`src/rtl/lvl_bkt_ctrl_if.sv`:
```
// Control and level-state array port bundle for lvl_bkt_ctrl.
// The slave modport is the sequencer side; the master modport is the surrounding control and array.
interface lvl_bkt_ctrl_if #(
    parameter int NUM_LVLS         = 8,
    parameter int WIDTH_LVL        = 16,
    parameter int WIDTH_BIN_ID     = 10,
    parameter int WIDTH_LVL_STATES = 11,
    parameter int WIDTH_IDX        = 3
);
    logic                        start_i;
    logic                        abort_i;
    logic [WIDTH_LVL-1:0]        max_lvl_i;
    logic                        busy_o;
    logic                        done_o;
    logic                        found_o;
    logic [WIDTH_LVL-1:0]        bkt_lvl_o;
    logic [WIDTH_BIN_ID-1:0]     bkt_bin_o;
    logic [WIDTH_IDX-1:0]        rd_idx_o;
    logic [WIDTH_LVL_STATES-1:0] rd_states_i;
    logic [NUM_LVLS-1:0]         wr_en_o;
    logic [WIDTH_LVL_STATES-1:0] wr_state_o;

    modport master (
        output start_i, abort_i, max_lvl_i, rd_states_i,
        input  busy_o, done_o, found_o, bkt_lvl_o, bkt_bin_o, rd_idx_o, wr_en_o, wr_state_o
    );

    modport slave (
        input  start_i, abort_i, max_lvl_i, rd_states_i,
        output busy_o, done_o, found_o, bkt_lvl_o, bkt_bin_o, rd_idx_o, wr_en_o, wr_state_o
    );
endinterface

```
`src/rtl/lvl_bkt_ctrl.sv`:
```
// Backtrack-level sequencer: scans level states downward from the conflict level, marks the
// first level without has_bkt as backtracked and clears every level above it.
module lvl_bkt_ctrl #(
    parameter int NUM_LVLS         = 8,
    parameter int WIDTH_LVL        = 16,
    parameter int WIDTH_BIN_ID     = 10,
    parameter int WIDTH_LVL_STATES = 11,
    parameter int WIDTH_IDX        = 3
) (
    input  logic          clk,
    input  logic          rst,
    lvl_bkt_ctrl_if.slave bus
);
    localparam logic [2:0] ST_IDLE = 3'd0;
    localparam logic [2:0] ST_SCAN = 3'd1;
    localparam logic [2:0] ST_MARK = 3'd2;
    localparam logic [2:0] ST_CLR  = 3'd3;
    localparam logic [2:0] ST_DONE = 3'd4;

    localparam logic [WIDTH_LVL-1:0] LVL_ZERO = {WIDTH_LVL{1'b0}};
    localparam logic [WIDTH_LVL-1:0] LVL_ONE  = WIDTH_LVL'(1);
    localparam logic [WIDTH_LVL-1:0] LVL_MAX  = WIDTH_LVL'(NUM_LVLS);

    logic [2:0]                  state_q, state_d;
    logic [WIDTH_LVL-1:0]        cur_q, cur_d;
    logic                        found_q, found_d;
    logic [WIDTH_LVL-1:0]        bkt_lvl_q, bkt_lvl_d;
    logic [WIDTH_BIN_ID-1:0]     bkt_bin_q, bkt_bin_d;
    logic                        busy_q, busy_d;
    logic                        done_q, done_d;
    logic [WIDTH_IDX-1:0]        rd_idx_q, rd_idx_d;
    logic [NUM_LVLS-1:0]         wr_en_q, wr_en_d;
    logic [WIDTH_LVL_STATES-1:0] wr_state_q, wr_state_d;
    logic [WIDTH_LVL-1:0]        mlvl_s;

    assign mlvl_s = (bus.max_lvl_i > LVL_MAX) ? LVL_MAX : bus.max_lvl_i;

    // Sequencer next state, scan cursor and search result.
    always_comb begin
        state_d   = state_q;
        cur_d     = cur_q;
        found_d   = found_q;
        bkt_lvl_d = bkt_lvl_q;
        bkt_bin_d = bkt_bin_q;
        case (state_q)
            ST_IDLE: begin
                if (bus.start_i) begin
                    found_d   = 1'b0;
                    bkt_lvl_d = LVL_ZERO;
                    bkt_bin_d = {WIDTH_BIN_ID{1'b0}};
                    cur_d     = mlvl_s;
                    state_d   = (mlvl_s == LVL_ZERO) ? ST_DONE : ST_SCAN;
                end else begin
                    state_d = ST_IDLE;
                end
            end
            ST_SCAN: begin
                if (bus.abort_i) begin
                    state_d = ST_IDLE;
                end else if (!bus.rd_states_i[0]) begin
                    found_d   = 1'b1;
                    bkt_lvl_d = cur_q;
                    bkt_bin_d = bus.rd_states_i[WIDTH_LVL_STATES-1:1];
                    state_d   = ST_MARK;
                end else if (cur_q == LVL_ONE) begin
                    state_d = ST_DONE;
                end else begin
                    cur_d = cur_q - LVL_ONE;
                end
            end
            ST_MARK: state_d = bus.abort_i ? ST_IDLE : ST_CLR;
            ST_CLR:  state_d = bus.abort_i ? ST_IDLE : ST_DONE;
            ST_DONE: state_d = ST_IDLE;
            default: state_d = ST_IDLE;
        endcase
    end

    // Outputs are registered, so they are derived from the state being entered.
    always_comb begin
        busy_d     = (state_d != ST_IDLE);
        done_d     = (state_d == ST_DONE);
        rd_idx_d   = {WIDTH_IDX{1'b0}};
        wr_en_d    = {NUM_LVLS{1'b0}};
        wr_state_d = {WIDTH_LVL_STATES{1'b0}};
        case (state_d)
            ST_SCAN: rd_idx_d = WIDTH_IDX'(cur_d - LVL_ONE);
            ST_MARK: begin
                for (int i = 0; i < NUM_LVLS; i++) begin
                    wr_en_d[i] = (WIDTH_LVL'(i) == (bkt_lvl_d - LVL_ONE));
                end
                wr_state_d = {bkt_bin_d, 1'b1};
            end
            ST_CLR: begin
                for (int i = 0; i < NUM_LVLS; i++) begin
                    wr_en_d[i] = (WIDTH_LVL'(i) >= bkt_lvl_d);
                end
            end
            default: rd_idx_d = {WIDTH_IDX{1'b0}};
        endcase
    end

    // State and output registers with synchronous reset.
    always_ff @(posedge clk) begin
        if (rst) begin
            state_q    <= ST_IDLE;
            cur_q      <= LVL_ZERO;
            found_q    <= 1'b0;
            bkt_lvl_q  <= LVL_ZERO;
            bkt_bin_q  <= {WIDTH_BIN_ID{1'b0}};
            busy_q     <= 1'b0;
            done_q     <= 1'b0;
            rd_idx_q   <= {WIDTH_IDX{1'b0}};
            wr_en_q    <= {NUM_LVLS{1'b0}};
            wr_state_q <= {WIDTH_LVL_STATES{1'b0}};
        end else begin
            state_q    <= state_d;
            cur_q      <= cur_d;
            found_q    <= found_d;
            bkt_lvl_q  <= bkt_lvl_d;
            bkt_bin_q  <= bkt_bin_d;
            busy_q     <= busy_d;
            done_q     <= done_d;
            rd_idx_q   <= rd_idx_d;
            wr_en_q    <= wr_en_d;
            wr_state_q <= wr_state_d;
        end
    end

    assign bus.busy_o     = busy_q;
    assign bus.done_o     = done_q;
    assign bus.found_o    = found_q;
    assign bus.bkt_lvl_o  = bkt_lvl_q;
    assign bus.bkt_bin_o  = bkt_bin_q;
    assign bus.rd_idx_o   = rd_idx_q;
    assign bus.wr_state_o = wr_state_q;
    // An abort or reset sampled this cycle must suppress the write that would land on the same edge.
    assign bus.wr_en_o    = (rst || bus.abort_i) ? {NUM_LVLS{1'b0}} : wr_en_q;
endmodule

```
`src/flat_wrapper.sv`:
```
// flat-port wrapper written by rule: the top's interface ports become plain ports
module lvl_bkt_ctrl_flat 
#(
    parameter int NUM_LVLS         = 8,
    parameter int WIDTH_LVL        = 16,
    parameter int WIDTH_BIN_ID     = 10,
    parameter int WIDTH_LVL_STATES = 11,
    parameter int WIDTH_IDX        = 3
)
  (clk, rst, bus_start_i, bus_abort_i, bus_max_lvl_i, bus_rd_states_i, bus_busy_o, bus_done_o, bus_found_o, bus_bkt_lvl_o, bus_bkt_bin_o, bus_rd_idx_o, bus_wr_en_o, bus_wr_state_o);
  lvl_bkt_ctrl_if #(.NUM_LVLS(NUM_LVLS), .WIDTH_LVL(WIDTH_LVL), .WIDTH_BIN_ID(WIDTH_BIN_ID), .WIDTH_LVL_STATES(WIDTH_LVL_STATES), .WIDTH_IDX(WIDTH_IDX)) bus_i ();
  input  logic clk;
  input  logic rst;
  input wire logic [$bits(bus_i.start_i)-1:0] bus_start_i;
  input wire logic [$bits(bus_i.abort_i)-1:0] bus_abort_i;
  input wire logic [$bits(bus_i.max_lvl_i)-1:0] bus_max_lvl_i;
  input wire logic [$bits(bus_i.rd_states_i)-1:0] bus_rd_states_i;
  output wire logic [$bits(bus_i.busy_o)-1:0] bus_busy_o;
  output wire logic [$bits(bus_i.done_o)-1:0] bus_done_o;
  output wire logic [$bits(bus_i.found_o)-1:0] bus_found_o;
  output wire logic [$bits(bus_i.bkt_lvl_o)-1:0] bus_bkt_lvl_o;
  output wire logic [$bits(bus_i.bkt_bin_o)-1:0] bus_bkt_bin_o;
  output wire logic [$bits(bus_i.rd_idx_o)-1:0] bus_rd_idx_o;
  output wire logic [$bits(bus_i.wr_en_o)-1:0] bus_wr_en_o;
  output wire logic [$bits(bus_i.wr_state_o)-1:0] bus_wr_state_o;
  assign bus_i.start_i = bus_start_i;
  assign bus_i.abort_i = bus_abort_i;
  assign bus_i.max_lvl_i = bus_max_lvl_i;
  assign bus_i.rd_states_i = bus_rd_states_i;
  assign bus_busy_o = bus_i.busy_o;
  assign bus_done_o = bus_i.done_o;
  assign bus_found_o = bus_i.found_o;
  assign bus_bkt_lvl_o = bus_i.bkt_lvl_o;
  assign bus_bkt_bin_o = bus_i.bkt_bin_o;
  assign bus_rd_idx_o = bus_i.rd_idx_o;
  assign bus_wr_en_o = bus_i.wr_en_o;
  assign bus_wr_state_o = bus_i.wr_state_o;
  lvl_bkt_ctrl #(.NUM_LVLS(NUM_LVLS), .WIDTH_LVL(WIDTH_LVL), .WIDTH_BIN_ID(WIDTH_BIN_ID), .WIDTH_LVL_STATES(WIDTH_LVL_STATES), .WIDTH_IDX(WIDTH_IDX)) u_core (.clk(clk), .rst(rst), .bus(bus_i));
endmodule
```
`config.mk`:
```
export PLATFORM = sky130hd
export DESIGN_NAME = lvl_bkt_ctrl_flat
export DESIGN_NICKNAME = d
export VERILOG_FILES = /design/src/rtl/lvl_bkt_ctrl_if.sv /design/src/rtl/lvl_bkt_ctrl.sv /design/src/flat_wrapper.sv
export SDC_FILE = /design/constraint.sdc
export NUM_CORES = 1
export LEC_CHECK = 0
export ABC_AREA = 1
export BUFFER_PORTS_ARGS = -buffer_cell sky130_fd_sc_hd__buf_2
export CAP_MARGIN = 30
export CORE_MARGIN = 5
export CORE_UTILIZATION = 25
export CTS_CLUSTER_SIZE = 28
export DETAILED_ROUTE_END_ITERATION = 6
export GPL_TIMING_DRIVEN = 0
export MAX_ROUTING_LAYER = met4
export SYNTH_ARGS = -nofsm -noshare
export SYNTH_HDL_FRONTEND = slang
export SYNTH_SLANG_ARGS = --single-unit
export TNS_END_PERCENT = 10
```
`constraint.sdc`:
```
create_clock -name clk -period 2.35 [get_ports clk]
set_clock_uncertainty 0.15 [all_clocks]
set_input_delay 0.705 -clock clk [delete_from_list [all_inputs] [get_ports clk]]
set_output_delay 0.705 -clock clk [all_outputs]
set_load 0.02 [all_outputs]
```
==> reports/results.ini, run 1 <==
[floorplanning]
die_h_um = 133
start_util_pct = 25.2
die_area_um2 = 17700
rows = 45
die_w_um = 133
coreArea_um2 = 15000
io_pins = 82

[yosys]
avgSynthCellArea_um2 = 6.63
syn_area_um2 = 3790
synthTopCellsByCount = nand2_1, nor2_1, inv_1
yosys_register_bits = 70
postSynthCellCount = 572
ys_seq_area_share_pct = 36.9
synth_edf_count = 0
syn-num-nets = 606
synth.top_cell.area_share_pct = 36.9
async_flop_share_pct = 0
ys_types = 38
synthTopCellsByArea = dfxtp_1, nand2_1, nor2_1
ys_warn_count = 0
yosysTopAreaCell = dfxtp_1
synth.most_common_cell = nand2_1
synth_flop_cell = dfxtp_1

[setup_path]
rrSetupSlack_ps = -80
cp-endpoint = u_core.wr_en_q[5]
cp-end-kind = flop
crit_path_max_fanout = 10
path_class = reg -> reg
path_buf_inv = 2
r2r_cells = 12
critPathRequiredTime_ps = 2460
slowest_delay_ps = 370
worstSetupStartpoint = u_core.state_q[1]
path_cells = nor2_4, nand2_2, buf_4, nor2_1, inv_1, nor2_1, nand2_1, nor2_2, nand2_2, nor2_8, nand3_1, a21oi_1
cp.depth = 12
slowest_stage = dfxtp_4
regToRegEndpoint = u_core.wr_en_q[5]
cp_top_family = simple AND/OR/NAND/NOR gates
reg2reg_from = u_core.state_q[1]
critPathArrivalTime_ps = 2540
start_kind = flop

[job]
maxCapViolations = 0

[power]
leakage_nw = 2.54
max-vdd-ir-drop_uv = 365
p_per_area_nw_per_um2 = 626

[clock_tree]
cts_root_buf = clkbuf_16
cts.clk_slew.worst_paths_ps = 60
clkLatencyLatePin_ps = 340
cts_sinks = 70
cts_buffer_depth = 2
cts_buffers = 9
cts_tree = done
htreeDepth = 3

[cells_and_area]
area_growth_syn_to_layout_pct = 40.1
insertedDiodeCount = 0
layout-drive-gt1-share_pct = 32.6
post-route-cell-area_um2 = 5320
nets = 719

[drt]
firstDrtPassIters = 5
first_iter_violations = 277
ant_nets = 0
avgRoutedWirePerCell_um = 13.9
routed-via-count = 4137
wirelength_um = 12200
vias_per_cell = 4.71
drc = 0

[timing]
period_minus_slack_ps = 2430
worst_pin_slew_ps = 677
max_freq_ghz = 0.412
drv_slew = 0
rsz0062_at_grt = yes
fin_tns_setup_ps = -484
setup_viol = 9
timing.hold.ws_ps = 321
hold_viol_final = 0
timing.final.ws_setup_ps = -77.4
slew_headroom_pct = 54.9
finalCritPeriodShare_pct = 103

[grt]
grt_pass1_wl_um = 18900
grt.total_usage_pct = 13.7
grt_pass1_vias = 3724
grt-ovfl-total = 0
antenna_found_initial = 0
grt_max_degree = 13

[place]
place_area_um2 = 4450
place_hpwl_um = 8660
dp_worst_setup_slack_ps = -525
place.gp.congestion = 0.851
portBuffers = 80

[worst_hold_path]
whs_path_depth = 2
hold_class = reg -> reg

[run_status]
violations = setup timing
outcome = complete, but fails checks

[layer usage]
layer	GRT usage, %	vias to the layer above	wire length, um
met5	-	-	0
met4	4.11	0	164
met3	3.32	17	773
met2	19.6	155	5220
met1	19.0	1889	6020
li1	-	2076	-
[layout by cell type, fill, tap and decap left out, types with 3 or more instances in the layout]
| master | count |
|---|---|
| clkbuf_8 | 3 |
| o21ai_0 | 20 |
| inv_4 | 4 |
| clkinvlp_4 | 3 |
| nand2_4 | 4 |
| nor3_1 | 10 |
| inv_1 | 72 |
| nand3_1 | 42 |
| nor2_1 | 64 |
| nand4_1 | 11 |
| a221oi_1 | 9 |
| nand3_2 | 7 |
| and2_1 | 9 |
| nor2_2 | 17 |
| dfxtp_1 | 62 |
| buf_6 | 6 |
| a21oi_2 | 5 |
| buf_4 | 26 |
| o21ai_1 | 9 |
| buf_2 | 77 |
| clkbuf_1 | 7 |
| clkbuf_16 | 10 |
| nand2_2 | 23 |
| bufinv_16 | 3 |
| nor4_1 | 3 |
| xor2_1 | 8 |
| inv_2 | 3 |
| dfxtp_2 | 7 |
| nor2_4 | 8 |
| a21oi_1 | 27 |
| buf_1 | 3 |
| nand2_1 | 97 |
[power by group]
part	switching [mW]	leakage (nW)	internal [mW]
logic	0.307	1.80	0.174
clock network	0.528	0.168	1.09
registers	0.0164	0.570	1.21
total	0.852	2.54	2.48
[worst min path at each step]
stage	start	to
floorplan	u_core.cur_q[15]	u_core.cur_q[15]
global placement	u_core.cur_q[15]	u_core.cur_q[15]
detailed placement	u_core.cur_q[15]	u_core.cur_q[15]
CTS	u_core.cur_q[15]	u_core.cur_q[15]
global route	u_core.cur_q[15]	u_core.cur_q[15]
finish	u_core.cur_q[15]	u_core.cur_q[15]
[registers in the layout, indices dropped and copies added (netlist names)]
signal                 cells
u_core.state_q             3
u_core.cur_q              16
u_core.bus.bkt_bin_o      10
u_core.bus.rd_idx_o        3
u_core.bus.busy_o          1
u_core.bus.found_o         1
u_core.wr_en_q             8
u_core.bus.bkt_lvl_o      16
u_core.bus.done_o          1
u_core.bus.wr_state_o     11
[per-stage QoR]
stage / cells / utilization [%] / total power, mW
3_5_place_dp: 840 / 29.6 / 1.64
6_report: 878 / 35.4 / 3.33
5_1_grt: 878 / 35.4 / 3.45
2_1_floorplan: 572 / - / 1.52
4_1_cts: 869 / 33.8 / 3.30
3_3_place_gp: 840 / 29.6 / 1.64
[area by class of cell]
class	count	area, um2
timing repair buffer	102	597
fill	1569	9720
inverter	81	323
clock buffer	11	253
clock inverter	5	105
tap	188	235
buffer	22	158
sequential	70	1410
multi-input combinational	399	2230
[repair_timing]
action | CTS | global route
resized for setup | 54 | 40
endpoints found under the setup margin | 34 | 31
buffers inserted | 13 | 7
hold buffers | 0 | 0
cloned | 0 | 2
pin swaps | 10 | 18
[worst reg2reg max path, cell delays in order, from the launching register on]
cell     delay [ps]
dfxtp_4         370
nor2_4          150
nand2_2         100
buf_4           190
nor2_1          140
inv_1            90
nor2_1          370
nand2_1         130
nor2_2          150
nand2_2         100
nor2_8          180
nand3_1         100
a21oi_1         130
[cell families (layout without fill, tap and decap cells)]
family	count (synthesis)	in the layout	synth area share (%)
flops	70	70	36.9
simple gates	305	305	36.2
compound gates	83	83	12.9
xor+xnor	8	8	1.85
fa+ha+maj	3	3	0.990
buf+inv	103	221	11.1
No activity file was read; power rests on OpenSTA's default activity.
==> run 2, diff against run 1 <==
ABC_AREA = default   (was 1)
MAX_ROUTING_LAYER = default   (was met4)
==> run 2 against run 1 <==
Against the previous run:
- the flow still finishes with violations (setup timing)
- combinational power decreased by 28%
- clock-buffer cell count decreased by 2
- design area decreased by 20%
- synthesized cell count decreased by 37%
- largest cell class unchanged
==> reports/results.ini, run 2 <==
[run_status]
outcome = complete, but fails checks
violations = setup timing

[timing]
rsz0062_at_grt = yes
period_minus_slack_ps = 2650
hold_viol_final = 0
worst_pin_slew_ps = 682
timing.final.ws_setup_ps = -304
fin_tns_setup_ps = -1480
setup_viol = 13
max_freq_ghz = 0.377
finalCritPeriodShare_pct = 113
slew_headroom_pct = 54.3
drv_slew = 0

[drt]
avgRoutedWirePerCell_um = 17.0
vias_per_cell = 5.32
drc = 0
firstDrtPassIters = 4
wirelength_um = 10300
ant_nets = 0
first_iter_violations = 240
routed-via-count = 3243

[worst_hold_path]
hp-start = u_core.bus.found_o
hold_class = reg -> reg

[cells_and_area]
final_util_pct = 35.6
layout-drive-gt1-share_pct = 33.0
fin_cells = 610
nets = 492
fillerInstances = 1241
mostFrequentLayoutCells = buf_2, dfxtp_1, nor2_1
layout_commonest_cell = buf_2
area_growth_syn_to_layout_pct = 40.9
insertedDiodeCount = 0

[job]
maxCapViolations = 0

[power]
max-vdd-ir-drop_uv = 303
p_per_area_nw_per_um2 = 700
leakage_nw = 1.77

[floorplanning]
coreArea_um2 = 12000
start_util_pct = 25.3
rows = 40
die_h_um = 120
die_area_um2 = 14400
io_pins = 82
die_w_um = 120

[setup_path]
start_kind = primary input
crit_path_max_fanout = 4
critPathArrivalTime_ps = 2750
slowest_delay_ps = 470
path_cells = buf_8, or3b_4, a211o_4, and3_4, or3b_1, or4_4, o32ai_4
worstSetupStartpoint = bus_rd_states_i[0]
slowest_stage = or4_4
path_class = in -> reg
critPathRequiredTime_ps = 2450
reg2reg_from = u_core.bus.bkt_lvl_o[0]
cp_top_family = simple AND/OR/NAND/NOR gates
cp-end-kind = flop
path_buf_inv = 1

[grt]
grt_pass1_wl_um = 16000
grt_pass1_vias = 3084
grt_max_degree = 15
grt.total_usage_pct = 13.8
antenna_found_initial = 0
grt-ovfl-total = 0

[yosys]
syn_area_um2 = 3030
synth_flop_cell = dfxtp_1
ys_seq_area_share_pct = 46.3
synthTopCellsByCount = dfxtp_1, nor2_1, a21oi_1
syn-num-nets = 395
synth_edf_count = 0
ys_types = 45
avgSynthCellArea_um2 = 8.38
async_flop_share_pct = 0
synth.top_cell.area_share_pct = 46.3
synth.most_common_cell = dfxtp_1
yosys_register_bits = 70
postSynthCellCount = 361
synthTopCellsByArea = dfxtp_1, nor2_1, a22oi_1
yosysTopAreaCell = dfxtp_1
ys_warn_count = 0

[clock_tree]
cts_buffers = 9
cts_root_buf = clkbuf_16
htreeDepth = 3
cts.clk_slew.worst_paths_ps = 60
clkLatencyLatePin_ps = 330
cts_buffer_depth = 2
cts_hold_buf = 0
cts_tree = done
cts_sinks = 70

[place]
place_inst = 589
place_hpwl_um = 7150
place.gp.congestion = 0.918
portBuffers = 81

## run 2: changes by cell type after synthesis, sizes merged, moves of 10 or more
cell,previous run,this run
nor3,13,23
a211oi,0,14
nor2,90,60
clkbuf,9,20
o21ai,32,13
buf,13,1
nand3,49,15
inv,81,7
nand2,125,15
a22oi,1,23
## run 2: layer usage
| metal | vias to the layer above | global-route usage (%) | wire [um] |
|---|---|---|---|
| met5 | - | 0 | 0 |
| met4 | 0 | 4.15 | 142 |
| met3 | 15 | 4.38 | 624 |
| met2 | 121 | 22.4 | 4920 |
| met1 | 1575 | 17.6 | 4670 |
| li1 | 1532 | - | - |
## run 2: metrics by stage
step / hold WS (ps) / setup slack [ps] / total power, mW / area, um2
floorplan: 313 / -390 / 1.44 / 3030
global placement: 333 / -727 / 1.54 / 3620
detailed placement: 341 / -785 / 1.54 / 3620
CTS: 348 / -328 / 2.96 / 4020
global route: 367 / -352 / 3.08 / 4260
finish: 347 / -304 / 2.99 / 4260
## run 2: timing repair
item / in CTS / in global routing
pin swaps: 0 / 11
setup buffers: 0 / 7
resized for setup: 25 / 59
setup endpoints to repair: 71 / 68
## run 2: kinds of logic after synthesis
logic type,share of synthesized area [%]
mux,0.661
simple gates,26.7
flops,46.3
compound gates,21.6
buf+inv,3.47
fa+ha+maj,1.24
## run 2: where the power goes
part / leakage, nW / internal, mW / switching [mW]
Sequential: 0.568 / 1.21 / 0.0271
Clock: 0.147 / 0.835 / 0.570
Combinational: 1.05 / 0.126 / 0.220
Total: 1.77 / 2.17 / 0.817
## run 2: worst reg2reg max path, delay by kind of cell (launching register included)
family,cells,cell delay (ps)
AOI/OAI and AO/OA,1,230
DFF,1,350
and+or+nand+nor,5,1800
## run 2: final timing paths
path | slack, ps | to | cells after the start
setup / recovery | -300 | u_core.wr_en_q[4] | 7
hold / removal | 350 | u_core.bus.found_o | 2
hold reg to reg | 350 | u_core.bus.found_o | 2
setup reg to reg | -250 | u_core.wr_en_q[4] | 6
## run 2: layout make-up
| class | instances | area [um2] | area share, % |
|---|---|---|---|
| Buffer | 19 | 108 | 2.52 |
| Sequential cell | 70 | 1410 | 33.0 |
| Tap cell | 147 | 184 | 4.31 |
| Timing Repair Buffer | 88 | 488 | 11.4 |
| Clock buffer | 9 | 225 | 5.28 |
| Inverter | 7 | 26.3 | 0.616 |
| Clock inverter | 7 | 81.3 | 1.91 |
| Multi-Input combinational cell | 263 | 1750 | 41.0 |
==> run 3, diff against run 2 <==
BUFFER_PORTS_ARGS = default   (was -buffer_cell sky130_fd_sc_hd__buf_2)
DONT_BUFFER_PORTS = 1   (was default)
==> run 3 against run 2 <==
Against the previous run:
- the run still ends with setup timing left
- core utilization down 4.1 points
- sequential cell count did not move
- fmax increased by 0.68%
- design area shrank 12%
- total power decreased by 6.7%
- via count is 11% lower
- setup slack gained 18 ps
- final cell count down 13%
- clock-buffer cell count up 2
- largest cell class unchanged
- critical path type unchanged
- wire length fell by 5.8%
- first-iteration DRC count is 19% lower
- worst hold slack better by 30 ps
==> reports/results.ini, run 3 (synthesis gave the netlist of run 2 again) <==
[run_status]
outcome = complete, but fails checks
violations = setup timing

[cells_and_area]
fillerInstances = 1246
area_growth_syn_to_layout_pct = 24.7
mostFrequentLayoutCells = dfxtp_1, nor2_1, a21oi_1
layout_commonest_cell = dfxtp_1
nets = 411
layout-drive-gt1-share_pct = 18.6
final_util_pct = 31.5
insertedDiodeCount = 0

[timing]
timing.final.ws_setup_ps = -286
slew_headroom_pct = 55.8
period_minus_slack_ps = 2640
rsz0062_at_grt = yes
worst_pin_slew_ps = 663
hold_viol_final = 0
setup_viol = 9
finalCritPeriodShare_pct = 112
max_freq_ghz = 0.379
drv_slew = 0

[power]
comb_power_share_pct = 10.0
leakage_nw = 1.34
p_int_mw = 2.05
p_switching_uw = 741
pwr-share-clk_pct = 45.1
swShare_pct = 26.6
p_per_area_nw_per_um2 = 738
p_seq_share_pct = 44.9
max-vdd-ir-drop_uv = 311

[clock_tree]
cts_sinks = 70
htreeDepth = 3
cts_buffers = 9
cts_root_buf = clkbuf_16
cts_buffer_depth = 2
cts_hold_buf = 0
cts_tree = done
cts.clk_slew.worst_paths_ps = 60
clkLatencyLatePin_ps = 330

[floorplanning]
start_util_pct = 25.3
die_h_um = 120
io_pins = 82
coreArea_um2 = 12000
die_area_um2 = 14400
rows = 40
die_w_um = 120

[drt]
drc = 0
wirelength_um = 9750
firstDrtPassIters = 5
routed-via-count = 2881
avgRoutedWirePerCell_um = 18.5
ant_nets = 0
first_iter_violations = 194
vias_per_cell = 5.46

[grt]
antenna_found_initial = 0
grt_pass1_wl_um = 15100
use_met3_pct = 5.47
grt_pass1_vias = 2792
grt.total_usage_pct = 13.2
met2_usage_pct = 20.5
grt_max_degree = 13
grt-ovfl-total = 0
grt_busiest_layer = met2
met1_usage_pct = 16.6

[place]
place.gp.congestion = 0.876
dp_worst_setup_slack_ps = -669
place_hpwl_um = 7120
portBuffers = 0

[setup_path]
crit_path_max_fanout = 4
slowest_delay_ps = 560
path_class = in -> reg
start_kind = primary input
critPathArrivalTime_ps = 2730
path_buf_inv = 0
cp-end-kind = flop
cp_top_family = simple AND/OR/NAND/NOR gates
path_cells = or3b_4, a211o_1, and3_4, or3b_1, or4_4, o32ai_2
slowest_stage = or4_4
critPathRequiredTime_ps = 2440

[job]
maxCapViolations = 0

[worst_hold_path]
hold_class = in -> reg

==> run 3: cell types whose count changed in the layout (fill, tap and decap cells not counted), moves of 2 or more <==
| cell | change |
|---|---|
| buf_2 | -78 |
| buf_8 | -2 |
| a211oi_1 | +2 |
| clkinv_4 | -2 |
| buf_6 | -2 |
| a211oi_2 | -2 |
| dfxtp_1 | -3 |
| dfxtp_4 | +2 |
==> run 3: per-layer routing <==
layer	vias up	wire length (um)	share of wire, %
met5	-	0	0
met4	0	188	1.9
met3	20	920	9.4
met2	128	4470	46
met1	1362	4170	43
li1	1371	-	-
==> run 3: repair_timing <==
| action | 4_1_cts | 5_1_grt |
|---|---|---|
| pin swaps | 4 | 6 |
| setup buffers | 2 | 5 |
| endpoints found under the setup margin | 66 | 67 |
| gates resized for setup | 27 | 45 |
| gates cloned | 0 | 0 |
==> run 3: final cells by class <==
type | instances | area, um2 | area share [%]
Clock buffer | 11 | 243 | 6.43
Multi-Input combinational cell | 263 | 1720 | 45.5
Buffer | 19 | 93.8 | 2.49
Timing Repair Buffer | 7 | 63.8 | 1.69
Tap cell | 147 | 184 | 4.87
Clock inverter | 4 | 32.5 | 0.862
Sequential cell | 70 | 1410 | 37.5
Inverter | 7 | 26.3 | 0.696
==> run 3: power groups by stage <==
| stage | clock network (mW) | logic (mW) | registers (mW) |
|---|---|---|---|
| final | 1.26 | 0.278 | 1.25 |
| after global routing | 1.33 | 0.305 | 1.25 |
| after CTS | 1.28 | 0.255 | 1.25 |
| after detailed placement | 0 | 0.235 | 1.27 |
| after global placement | 0 | 0.232 | 1.27 |
| after floorplan | 0 | 0.172 | 1.26 |
==> run 3: worst paths after layout <==
path	start	end	slack (ps)	depth (start not counted)
max	bus_rd_states_i[0]	u_core.wr_en_q[4]	-290	6
min	bus_rd_states_i[10]	u_core.bus.bkt_bin_o[9]	380	2
max reg2reg	u_core.state_q[0]	u_core.wr_en_q[4]	-260	6
min reg2reg	u_core.cur_q[5]	u_core.cur_q[5]	420	2
==> run 3: through the flow <==
step	std cells	power (mW)	TNS [ps]	area, um2	hold slack [ps]
2_1_floorplan	361	1.44	-2100	3030	313
3_3_place_gp	508	1.50	-27780	3210	347
3_5_place_dp	508	1.51	-30420	3210	355
4_1_cts	523	2.78	-2010	3590	386
5_1_grt	528	2.89	-2270	3770	375
6_report	528	2.79	-1540	3770	377
